--- src/rtl/router_arb_types.sv ---
// Arbitration types shared by router output arbiters.
package router_arb_types;

  typedef enum logic [1:0] {
    GRANT_NONE   = 2'd0,
    GRANT_SYS    = 2'd1,
    GRANT_NORMAL = 2'd2
  } grant_t;

  localparam int DEFAULT_STARVE_LIMIT = 4;

endpackage : router_arb_types

--- src/rtl/types.sv ---
// Shared datapath types for the router fabric.
package types;

  typedef logic [15:0] flit_t;

endpackage : types

--- src/rtl/flit_out_arbiter_if.sv ---
// Valid/ready flit stream; master drives valid and flit, slave drives ready.
interface flit_out_arbiter_if;
  import types::*;

  logic  valid;
  logic  ready;
  flit_t flit;

  modport master (output valid, output flit, input ready);
  modport slave  (input valid, input flit, output ready);

endinterface : flit_out_arbiter_if

--- src/rtl/flit_hold_reg.sv ---
// One-entry flit holding register; accepts a new flit in the same cycle it drains.
module flit_hold_reg
  import types::*;
(
  input  logic               clk,
  input  logic               rst,
  flit_out_arbiter_if.slave  up,
  flit_out_arbiter_if.master dn,
  output logic               full_next
);

  logic  full_q, full_d;
  flit_t data_q, data_d;
  logic  drain;
  logic  load;

  // Ready never looks at up.valid, so there is no valid->ready combinational path.
  assign drain    = full_q & dn.ready;
  assign up.ready = ~full_q | drain;
  assign load     = up.valid & up.ready;

  // NOTE: give every always_comb output a default first so no latch is inferred.
  always_comb begin
    full_d = full_q;
    data_d = data_q;
    if (load) begin
      full_d = 1'b1;
      data_d = up.flit;
    end else if (drain) begin
      full_d = 1'b0;
    end
  end

  // NOTE: sequential state uses non-blocking assignments so every flop samples pre-edge values.
  always_ff @(posedge clk or posedge rst) begin
    if (rst) full_q <= 1'b0;
    else     full_q <= full_d;
  end

  // NOTE: payload is not reset; it is only observed while full_q is set.
  always_ff @(posedge clk) begin
    data_q <= data_d;
  end

  assign dn.valid  = full_q;
  assign dn.flit   = data_q;
  assign full_next = full_d;

endmodule : flit_hold_reg

--- src/rtl/flit_out_arbiter.sv ---
// Merges system and normal flit streams onto one output, system first.
// Define FLIT_ARB_STARVATION_GUARD_EN to force a normal win after STARVE_LIMIT lost arbitrations.
module flit_out_arbiter
  import types::*;
  import router_arb_types::*;
#(
  parameter int STARVE_LIMIT = DEFAULT_STARVE_LIMIT
) (
  input  logic   nocclk,
  input  logic   rst,
  input  logic   in_sys_flit_valid,
  input  flit_t  in_sys_flit,
  output logic   out_sys_ready,
  input  logic   in_normal_flit_valid,
  input  flit_t  in_normal_flit,
  output logic   out_normal_ready,
  output logic   out_flit_valid,
  output flit_t  out_flit,
  input  logic   in_flit_ready,
  output grant_t out_grant
);

  if (STARVE_LIMIT < 1 || STARVE_LIMIT > 15) begin : g_bad_limit
    $error("STARVE_LIMIT must be within 1..15");
  end

  flit_out_arbiter_if sys_up ();
  flit_out_arbiter_if sys_dn ();
  flit_out_arbiter_if nrm_up ();
  flit_out_arbiter_if nrm_dn ();

  grant_t grant_q, grant_d;
  logic   sys_full_nxt;
  logic   nrm_full_nxt;
  logic   xfer;
  logic   starve_hit;

  assign sys_up.valid     = in_sys_flit_valid;
  assign sys_up.flit      = in_sys_flit;
  assign out_sys_ready    = sys_up.ready;
  assign nrm_up.valid     = in_normal_flit_valid;
  assign nrm_up.flit      = in_normal_flit;
  assign out_normal_ready = nrm_up.ready;

  // A register drains only while it owns the output and downstream takes the flit.
  assign sys_dn.ready = (grant_q == GRANT_SYS)    & in_flit_ready;
  assign nrm_dn.ready = (grant_q == GRANT_NORMAL) & in_flit_ready;

  flit_hold_reg u_sys_hold (
    .clk       (nocclk),
    .rst       (rst),
    .up        (sys_up),
    .dn        (sys_dn),
    .full_next (sys_full_nxt)
  );

  flit_hold_reg u_nrm_hold (
    .clk       (nocclk),
    .rst       (rst),
    .up        (nrm_up),
    .dn        (nrm_dn),
    .full_next (nrm_full_nxt)
  );

  assign xfer = out_flit_valid & in_flit_ready;

`ifdef FLIT_ARB_STARVATION_GUARD_EN
  localparam logic [3:0] LIMIT = 4'(STARVE_LIMIT);

  logic [3:0] starve_q, starve_d;

  // Counts system wins while a normal flit waits; saturates at the limit.
  always_comb begin
    starve_d = starve_q;
    if (xfer && grant_q == GRANT_NORMAL) begin
      starve_d = '0;
    end else if (xfer && grant_q == GRANT_SYS && nrm_dn.valid && starve_q != LIMIT) begin
      starve_d = starve_q + 4'd1;
    end
  end

  always_ff @(posedge nocclk or posedge rst) begin
    if (rst) starve_q <= '0;
    else     starve_q <= starve_d;
  end

  assign starve_hit = (starve_d == LIMIT);
`else
  assign starve_hit = 1'b0;
`endif

  // Ownership is decided from next-cycle occupancy so a fresh flit appears one cycle after acceptance.
  always_comb begin
    grant_d = grant_q;
    if (xfer || grant_q == GRANT_NONE) begin
      if (sys_full_nxt && nrm_full_nxt) begin
        grant_d = starve_hit ? GRANT_NORMAL : GRANT_SYS;
      end else if (sys_full_nxt) begin
        grant_d = GRANT_SYS;
      end else if (nrm_full_nxt) begin
        grant_d = GRANT_NORMAL;
      end else begin
        grant_d = GRANT_NONE;
      end
    end
  end

  always_ff @(posedge nocclk or posedge rst) begin
    if (rst) grant_q <= GRANT_NONE;
    else     grant_q <= grant_d;
  end

  always_comb begin
    out_flit_valid = 1'b0;
    out_flit       = '0;
    unique case (grant_q)
      GRANT_SYS: begin
        out_flit_valid = sys_dn.valid;
        out_flit       = sys_dn.flit;
      end
      GRANT_NORMAL: begin
        out_flit_valid = nrm_dn.valid;
        out_flit       = nrm_dn.flit;
      end
      default: ;
    endcase
  end

  assign out_grant = grant_q;

endmodule : flit_out_arbiter

--- config.mk ---
export PLATFORM = sky130hd
export DESIGN_NAME = flit_out_arbiter
export DESIGN_NICKNAME = d
export VERILOG_FILES = /design/src/rtl/router_arb_types.sv /design/src/rtl/types.sv /design/src/rtl/flit_out_arbiter_if.sv /design/src/rtl/flit_hold_reg.sv /design/src/rtl/flit_out_arbiter.sv
export SDC_FILE = /design/constraint.sdc
export NUM_CORES = 1
export LEC_CHECK = 0
export ABC_AREA = 1
export ABC_CLOCK_PERIOD_IN_PS = 2800
export CAP_MARGIN = 20
export CORE_UTILIZATION = 43
export CTS_CLUSTER_DIAMETER = 100
export CTS_CLUSTER_SIZE = 12
export DETAILED_ROUTE_END_ITERATION = 12
export PLACE_DENSITY = 0.86
export SLEW_MARGIN = 10
export SYNTH_ARGS = -nofsm -noshare
export SYNTH_HDL_FRONTEND = slang
export SYNTH_HIERARCHICAL = 1
export SYNTH_SLANG_ARGS = --single-unit
--- constraint.sdc ---
create_clock -name nocclk -period 2.8 [get_ports nocclk]
set_clock_uncertainty 0.15 [all_clocks]
set_input_delay 0.84 -clock nocclk [delete_from_list [all_inputs] [get_ports nocclk]]
set_output_delay 0.84 -clock nocclk [all_outputs]
set_load 0.05 [all_outputs]
## After elaboration in Yosys (flattened, before gate mapping)

Cells that the tools add are included.

| storage, ports and cells | value |
|---|---|
| bits in latches | 0 |
| memories | 0 |
| register bits after elaboration | 36 |
| ROM bits | 0 |
| bits of input ports | 37 |
| bits in writable memories | 0 |

| cells by class | value |
|---|---|
| bitwise logic cells | 11 |
| eq/ne operators | 2 |
| shift operators | 0 |
| mux-type cells | 9 |
| $add $sub $neg | 0 |
| multipliers | 0 |
| reductions and logical operators | 3 |
| $lt $le $gt $ge | 0 |
| div/mod/pow operators | 0 |

Operators with widths:

| cell | number |
|---|---|
| case mux 16 bit (2 select lines) | 1 |
| AND 1 bit | 7 |
| two-way mux 2 bit | 3 |
| two-way mux 1 bit | 4 |
| equality test 2 x 1 -> 1 bit, second input constant | 1 |
| equality test 2 bit, second input constant | 1 |
| logical NOT 2 bit | 1 |
| inverter 1 bit | 2 |
| OR 1 bit | 2 |
| case mux 1 bit (2 select lines) | 1 |
| logical AND 1 bit | 1 |
| logical OR 1 bit | 1 |

## Longest topological paths before layout

Gate-level depths: netlist of run 1.

| logic depth | value |
|---|---|
| depth after elaboration | 9 |
| depth in mapped cells | 13 |

## Cells and area by module

Netlist of run 1, hierarchy kept.

Modules (own cells, without submodules):

| module | cells an instance | times used | area each (um^2) |
|---|---|---|---|
| flit_hold_reg | 23 | 2 | 529.3 |
| flit_out_arbiter | 81 | 1 | 449.2 |

## Least setup slack after synthesis of run 1

Ideal clock, no wire load.

| timing path | value |
|---|---|
| path kind | register -> output |
| from | reg grant_q[0] (netlist: out_grant[0]) |
| to | out out_flit[10] |
| stages on the path, launching flop included | 6 |
| required time | 1.810 ns |
| arrival | 2.101 ns |
| setup slack | -0.291 ns |
| cell sequence | dfrtp_1 -> inv_1 -> ha_1 -> inv_2 -> buf_2 -> a21oi_1 |

| between the ends | value |
|---|---|
| longest elaborated chain between the ends | 2 |
| elaborated cells between the ends (all ways) | 3 |

Ends and longest elaborated chain:

| what | RTL line | text |
|---|---|---|
| start: declaration | flit_out_arbiter.sv:32 | `grant_t grant_q, grant_d;` |
| start signal: assignment | flit_out_arbiter.sv:110 | `else grant_q <= grant_d;` |
| equality test 2 bit or equality test 2 x 1 -> 1 bit (tied branches) | flit_out_arbiter.sv:116 | `unique case (grant_q)` |
| case mux 16 bit (2 select lines) (*) | flit_out_arbiter.sv:116 |  |
| end: declaration | flit_out_arbiter.sv:18 | `output flit_t out_flit,` |

Every way passes the cells marked *; elsewhere a longest branch is shown, timed or not.

## Worst setup path in the final report of run 1

| timing path | value |
|---|---|
| from | reg grant_q[0] (netlist: out_grant[0]) |
| to | out out_flit[12] |

Same word-level chain as after synthesis.

==> results.md, run 1 <==
- Final hold violation count: 0
- Cells after synthesis: approximately 130
- Crit path from: out_grant[0]
- Place WS: 0.0244 ns
- Most frequent cells after synthesis: nand2_1, edfxtp_1, a21oi_1, inv_1
- Vias in the first global route: ~1.2k
- CTS tree: yes
- Crit path launch type: register
- GR Util met2: around two fifths
- Met3 GRT Util: between 5 and 6%
- Starting Density: approximately 45%
- Hold/Removal Path Class: reg2reg
- Hold Path End: out_grant[0]
- Status: complete, no violations
- Setup violators final: 0
- FF-to-FF End: u_nrm_hold/dn.flit[14]
- Slew Limit Fails: 0
- Yosys cell types: 14
- Iter 0 DRT Violations: 64
- Seq/Total Area, Yosys: 70.4%
- Initial antenna violation count: 0
- Grt met1 use: about a fifth
- Root buf cell: clkbuf_4
- Peak VDD IR: ~760 uV
- Start point of the worst hold path: out_grant[0]
- Largest net degree at the start of global routing: 18
- Peak Freq: around 360 MHz
- Post-layout min period: ~2.8 ns
- Slew headroom: about two thirds
- Filler cells: between 200 and 250
- Crit path arrival time: about 1.8 ns
- Port-buffer cells: 57
- CP Class: reg2out
- Grt ovf: 0
- Antenna viol nets, final: 0
- R2r worst-path depth: 8
- Worst-Skew Late Latency: ~0.33 ns
- Worst-path fanout max: 17
- First-pass GRT wire length: 5260 um
- Antenna diodes: 0
- Post-synth EDFFs: 32
- Maximum buffer depth of the clock tree: 2
- Reg-to-reg startpoint: out_grant[0]
- Core Region: between 0.003 and 0.004 sq mm
- Fin crit share: between 90% and 100%
- GPL Wtd Cong: roughly 0.84
- Vias per cell: 4.87
- Die height: between 60 and 70 um
- Most frequent cell after synthesis: nand2_1
- Post-synthesis net count: 167
- Cell area power density: around 1200 mW/mm^2
- Final #Nets: around 230
- DR WL/cell: around 15 um
- Post-synthesis cell area: between 0.0015 and 0.002 sq mm
- Hold depth: 2
- Slew @ Worst Pin: between 0.4 and 0.5 ns
- Synth top area cells: edfxtp_1, nand2_1, dfrtp_1, a21oi_1, inv_1
- Clock slew at the register clock pins of the worst setup and hold paths: 0.10 ns
- Gr busiest metal: met2
- Yosys warnings: 6
- Vias: between 1k and 1.5k
- Mapped Avg Cell Area: between 10 and 15 sq um
- Critical Path RT: 1.81 ns
- Setup crit end kind: output pin
- CTS H-Tree Depth: 2
- Io pins: 58
- Share of flip-flops with an asynchronous set or reset: approximately 11%
- Final worst slack: 0.0335 ns
- Layout cells sized above 1: a little under a third
- Hpwl dp: ~2800 um
- Detailed Routing Iterations Pass 1: 4
- Sink Count: 36
- Total die area: 0.00375 sq mm
- Share of the synthesized area in the top cell type: between 60% and 70%
- Die span in x: ~60 um
- Layout area overhead: 64.6%
- Synth Register Bits: 36
- Post-synth top flop: edfxtp_1
- Setup TNS: 0 ns
- Post-synth top area cell: edfxtp_1
- Drt total wl: about 3700 um
- # rows: 21
- Max_cap viols: 0
- R2r setup slk: 0.90 ns
- CTS Buf Count: 5
- Total global-route track usage: between 20% and 30%
- # DRC: 0
- RSZ-0062 raised after global routing: yes
- Leak: about 0.94 nW
layout by cell type, fill, tap and decap left out, types with 2 or more instances in the layout:
cell type        netlist  final
inv_1                 13     13
ha_1                   3      2
edfxtp_1              32     32
clkbuf_4               0      5
a21oi_1               19      2
nand3_1                2      2
clkdlybuf4s50_1        0     38
nand2_1               42     40
a21oi_2                0     16
dfrtp_1                4      3
buf_4                  0      8
buf_12                 0     19
nand2_2                3      5
through the flow:
step           hold slack [ns]  util, %  std cells  power (W)  cell area, sq um
2_1_floorplan            0.419        -        127    0.00175              1510
3_3_place_gp             0.410     69.6        231    0.00257              2320
3_5_place_dp             0.417     69.6        231    0.00261              2320
4_1_cts                  0.458     71.2        239    0.00289              2380
5_1_grt                  0.498     74.4        241    0.00318              2480
6_report                 0.469     74.4        241    0.00305              2480
flip-flops by register name, summed over array words and instances (netlist names):
register,cells
u_nrm_hold/dn.flit,16
u_sys_hold/dn.flit,16
u_nrm_hold/dn.valid,1
out_grant,2
u_sys_hold/dn.valid,1
worst max path at each step:
stage | end | slack, ns | depth (start not counted)
after floorplan | out_flit[10] | -0.29 | 5
after global placement | out_normal_ready | 0.04 | 6
after detailed placement | out_normal_ready | 0.02 | 6
after CTS | out_flit[5] | -0.04 | 6
after global routing | out_flit[12] | -0.03 | 5
final | out_flit[12] | 0.03 | 5
cell families (layout without fill, tap and decap cells):
logic type                 count (synthesis)  count (layout)  share of synthesized area [%]
AOI/OAI and AO/OA                         19              19                           6.31
adders and majority gates                  3               3                           2.49
buffers and inverters                     19              87                           6.80
DFF                                       36              36                           70.4
and+or+nand+nor                           50              50                           14.0
where the power goes:
group / leakage (nW) / internal, W / switching, W / total [W]
Sequential: 0.336 / 0.000676 / 0.0000411 / 0.000717
Combinational: 0.574 / 0.000855 / 0.00122 / 0.00207
Clock: 0.0259 / 0.0000955 / 0.000165 / 0.000260
Total: 0.936 / 0.00163 / 0.00143 / 0.00305
worst max-delay path, stage by stage (launching register included):
cell and delay [ns]:
dfrtp_2 0.43, inv_1 0.08, ha_1 0.37, inv_4 0.15, a21oi_2 0.23, buf_12 0.17
area by class of cell:
| class | count | area [sq um] | area share [%] |
|---|---|---|---|
| Clock inverter | 2 | 11.3 | 0.454 |
| Clock buffer | 6 | 41.3 | 1.66 |
| Tap cell | 46 | 57.6 | 2.32 |
| Timing Repair Buffer | 65 | 821 | 33.1 |
| Inverter | 14 | 55.1 | 2.22 |
| Multi-Input combinational cell | 72 | 433 | 17.4 |
| Sequential cell | 36 | 1060 | 42.8 |
metal layers:
layer / vias up / part of all wire [%]
met5: - / 0
met4: 0 / 2.4
met3: 16 / 5.3
met2: 52 / 58
met1: 552 / 34
li1: 553 / -
repair_timing:
item	4_1_cts	5_1_grt
resized for setup	1	24
buffers inserted	0	2
hold buffers	0	0
pin swaps	0	0
setup endpoints to repair	16	19
Power figures use the tool's default switching activity.
==> run 2, diff against run 1 <==
--- a/config.mk
+++ b/config.mk
@@ -6,13 +6,13 @@
 export NUM_CORES = 1
 export LEC_CHECK = 0
 export ABC_AREA = 1
-export ABC_CLOCK_PERIOD_IN_PS = 2800
+export ABC_CLOCK_PERIOD_IN_PS = 3400
 export CAP_MARGIN = 20
-export CORE_UTILIZATION = 43
+export CORE_MARGIN = 5
+export CORE_UTILIZATION = 45
 export CTS_CLUSTER_DIAMETER = 100
-export CTS_CLUSTER_SIZE = 12
 export DETAILED_ROUTE_END_ITERATION = 12
-export PLACE_DENSITY = 0.86
+export PLACE_DENSITY = 0.89
 export SLEW_MARGIN = 10
 export SYNTH_ARGS = -nofsm -noshare
 export SYNTH_HDL_FRONTEND = slang
==> constraint.sdc (replaced) <==
create_clock -name nocclk -period 3.4 [get_ports nocclk]
set_clock_uncertainty 0.15 [all_clocks]
set_input_delay 1.02 -clock nocclk [delete_from_list [all_inputs] [get_ports nocclk]]
set_output_delay 1.02 -clock nocclk [all_outputs]
set_load 0.05 [all_outputs]
==> run 2 against run 1 <==
Worst setup slack better by 0.18 ns. Global-route usage down 3.0 points. Routed wire length fell by 3.3%. Critical path depth increased by 1. Sequential share of layout area increased by 1.9 points. Hold slack gained 0.0081 ns. Via count shrank 3.1%. Power is 22% lower. Clock-buffer cell count increased by 2. Non-clock buffer count shrank 4. Sequential cell count did not move. Critical path type is now in2out. Critical endpoint is now out_normal_ready.
==> results.md, run 2 (same netlist as run 1, synthesis figures left out) <==
- Status: complete, no violations
- Clk pwr share: around a tenth
- Setup violators final: 0
- Worst-path fanout max: 3
- Layout cells sized above 1: 19.4%
- Critical Path RT: 2.23 ns
- Hold/Removal Path Class: reg2reg
- Leak: just over 0.9 nW
- Hpwl dp: between 2000 and 3000 um
- # DRC: 0
- Setup TNS: 0 ns
- Total global-route track usage: roughly 18%
- Antenna viol nets, final: 0
- Cell area power density: 998 mW/mm^2
- Slew Limit Fails: 0
- Final #Nets: 230
- Fin crit share: 93.8%
- Maximum buffer depth of the clock tree: 2
- Die span in x: approximately 68 um
- Vias per cell: 4.80
- Max_cap viols: 0
- DR WL/cell: 15.2 um
- Worst-Skew Late Latency: 0.33 ns
- Die height: 67.9 um
- Sequential power share: between 20% and 30%
- Layout area overhead: 57.3%
- Total die area: approximately 0.0046 sq mm
- CTS tree: yes
- Crit path launch type: input port
- Clock slew at the register clock pins of the worst setup and hold paths: 0.10 ns
- Met2 WL: 2030 um
- Sw power: between 0.001 and 0.0015 W
- Crit path arrival time: just over 2 ns
- Max layer used: met4
- Vias: around 1.1k
- Share of the core filled with cells: slightly above 70%
- Port-buffer cells: 57
- Final hold violation count: 0
- Antenna diodes: 0
- Io pins: just under 60
- Setup Buffers After CTS: 0
- Post-CTS resize count: 0
- R2r setup slk: 1.25 ns
- Vias in the first global route: approximately 1.3k
- Core Region: approximately 0.0033 sq mm
- Sink Count: 36
- RSZ-0062 raised after global routing: no
- Slew @ Worst Pin: 0.500 ns
- Grt ovf: 0
- Logic pwr share: 65.5%
- Largest net degree at the start of global routing: 18
- Hold Buf Count CTS: 0
- Root buf cell: clkbuf_4
- CTS H-Tree Depth: 2
- Switch share: approximately 46%
- Starting Density: between 40% and 50%
- CTS Buf Count: 5
- Drt total wl: about 3600 um
- Commonest cells after routing, fill and taps aside: nand2_1, clkdlybuf4s50_1, edfxtp_1
- Post-layout min period: around 3.2 ns
- First-pass GRT wire length: about 5700 um
- Initial antenna violation count: 0
- CP Class: in2out
- Peak VDD IR: around 360 uV
- Setup crit end kind: output pin
- # rows: 21
- Worst hold slack: roughly 0.48 ns
- Slew headroom: between 60% and 70%
- GPL Wtd Cong: between 0.7 and 0.8
- Internal: 0.00129 W
- Detailed Routing Iterations Pass 1: 4
- Met1 wire length: between 1000 and 1500 um
- Commonest non-fill, non-tap cell in the layout: nand2_1
- Iter 0 DRT Violations: 65
- Met3 wire len: between 100 and 150 um
- Peak Freq: 314 MHz
==> run 2: cell count changes in the layout (fill, tap and decap cells not counted), sizes merged <==
cell / delta
clkbuf: +2
buf: -4
clkinvlp: -1
clkinv: -1
==> run 2: power by group through the flow <==
| stage | clock network [W] | registers, W | logic (W) |
|---|---|---|---|
| CTS | 0.000241 | 0.000585 | 0.00156 |
| floorplan | 0 | 0.000630 | 0.000811 |
| detailed placement | 0 | 0.000595 | 0.00156 |
| finish | 0.000231 | 0.000585 | 0.00155 |
| global placement | 0 | 0.000591 | 0.00152 |
| global route | 0.000257 | 0.000591 | 0.00163 |
==> run 2: layer usage <==
layer  global-route usage, %  vias to the layer above
met5                       0                        -
met4                    10.9                        0
met3                    3.94                       12
met2                    32.4                       41
met1                    17.8                      541
li1                        -                      543
==> run 2: area by class of cell <==
cell class	count	area, sq um
Timing Repair Buffer	61	791
Tap cell	46	57.6
Fill cell	230	912
Inverter	14	52.6
Clock buffer	8	58.8
Sequential cell	36	1060
Multi-Input combinational cell	72	352
==> run 2: worst paths after layout <==
check,start,endpoint,cells past startpoint
min,out_grant[1],out_grant[1],2
min in group asynchronous,rst,u_nrm_hold/dn.valid,2
max reg2reg,out_grant[1],u_sys_hold/dn.flit[8],8
max,in_flit_ready,out_normal_ready,6
max in group asynchronous,rst,u_sys_hold/dn.valid,2
min reg2reg,out_grant[1],out_grant[1],2
==> run 2: stage by stage <==
| step | area, sq um | std cells | power (W) | setup WS (ns) |
|---|---|---|---|---|
| after global routing | 2370 | 237 | 0.00248 | 0.0954 |
| after detailed placement | 2310 | 229 | 0.00216 | 0.200 |
| after global placement | 2310 | 229 | 0.00211 | 0.282 |
| after floorplan | 1510 | 127 | 0.00144 | 0.129 |
| final | 2370 | 237 | 0.00237 | 0.211 |
| after CTS | 2370 | 237 | 0.00239 | 0.196 |
==> run 2: critical path: stages <==
cell and delay, ns:
clkdlybuf4s50_1 0.53, nand2_1 0.07, inv_1 0.06, inv_1 0.06, nand2_1 0.13, buf_12 0.15
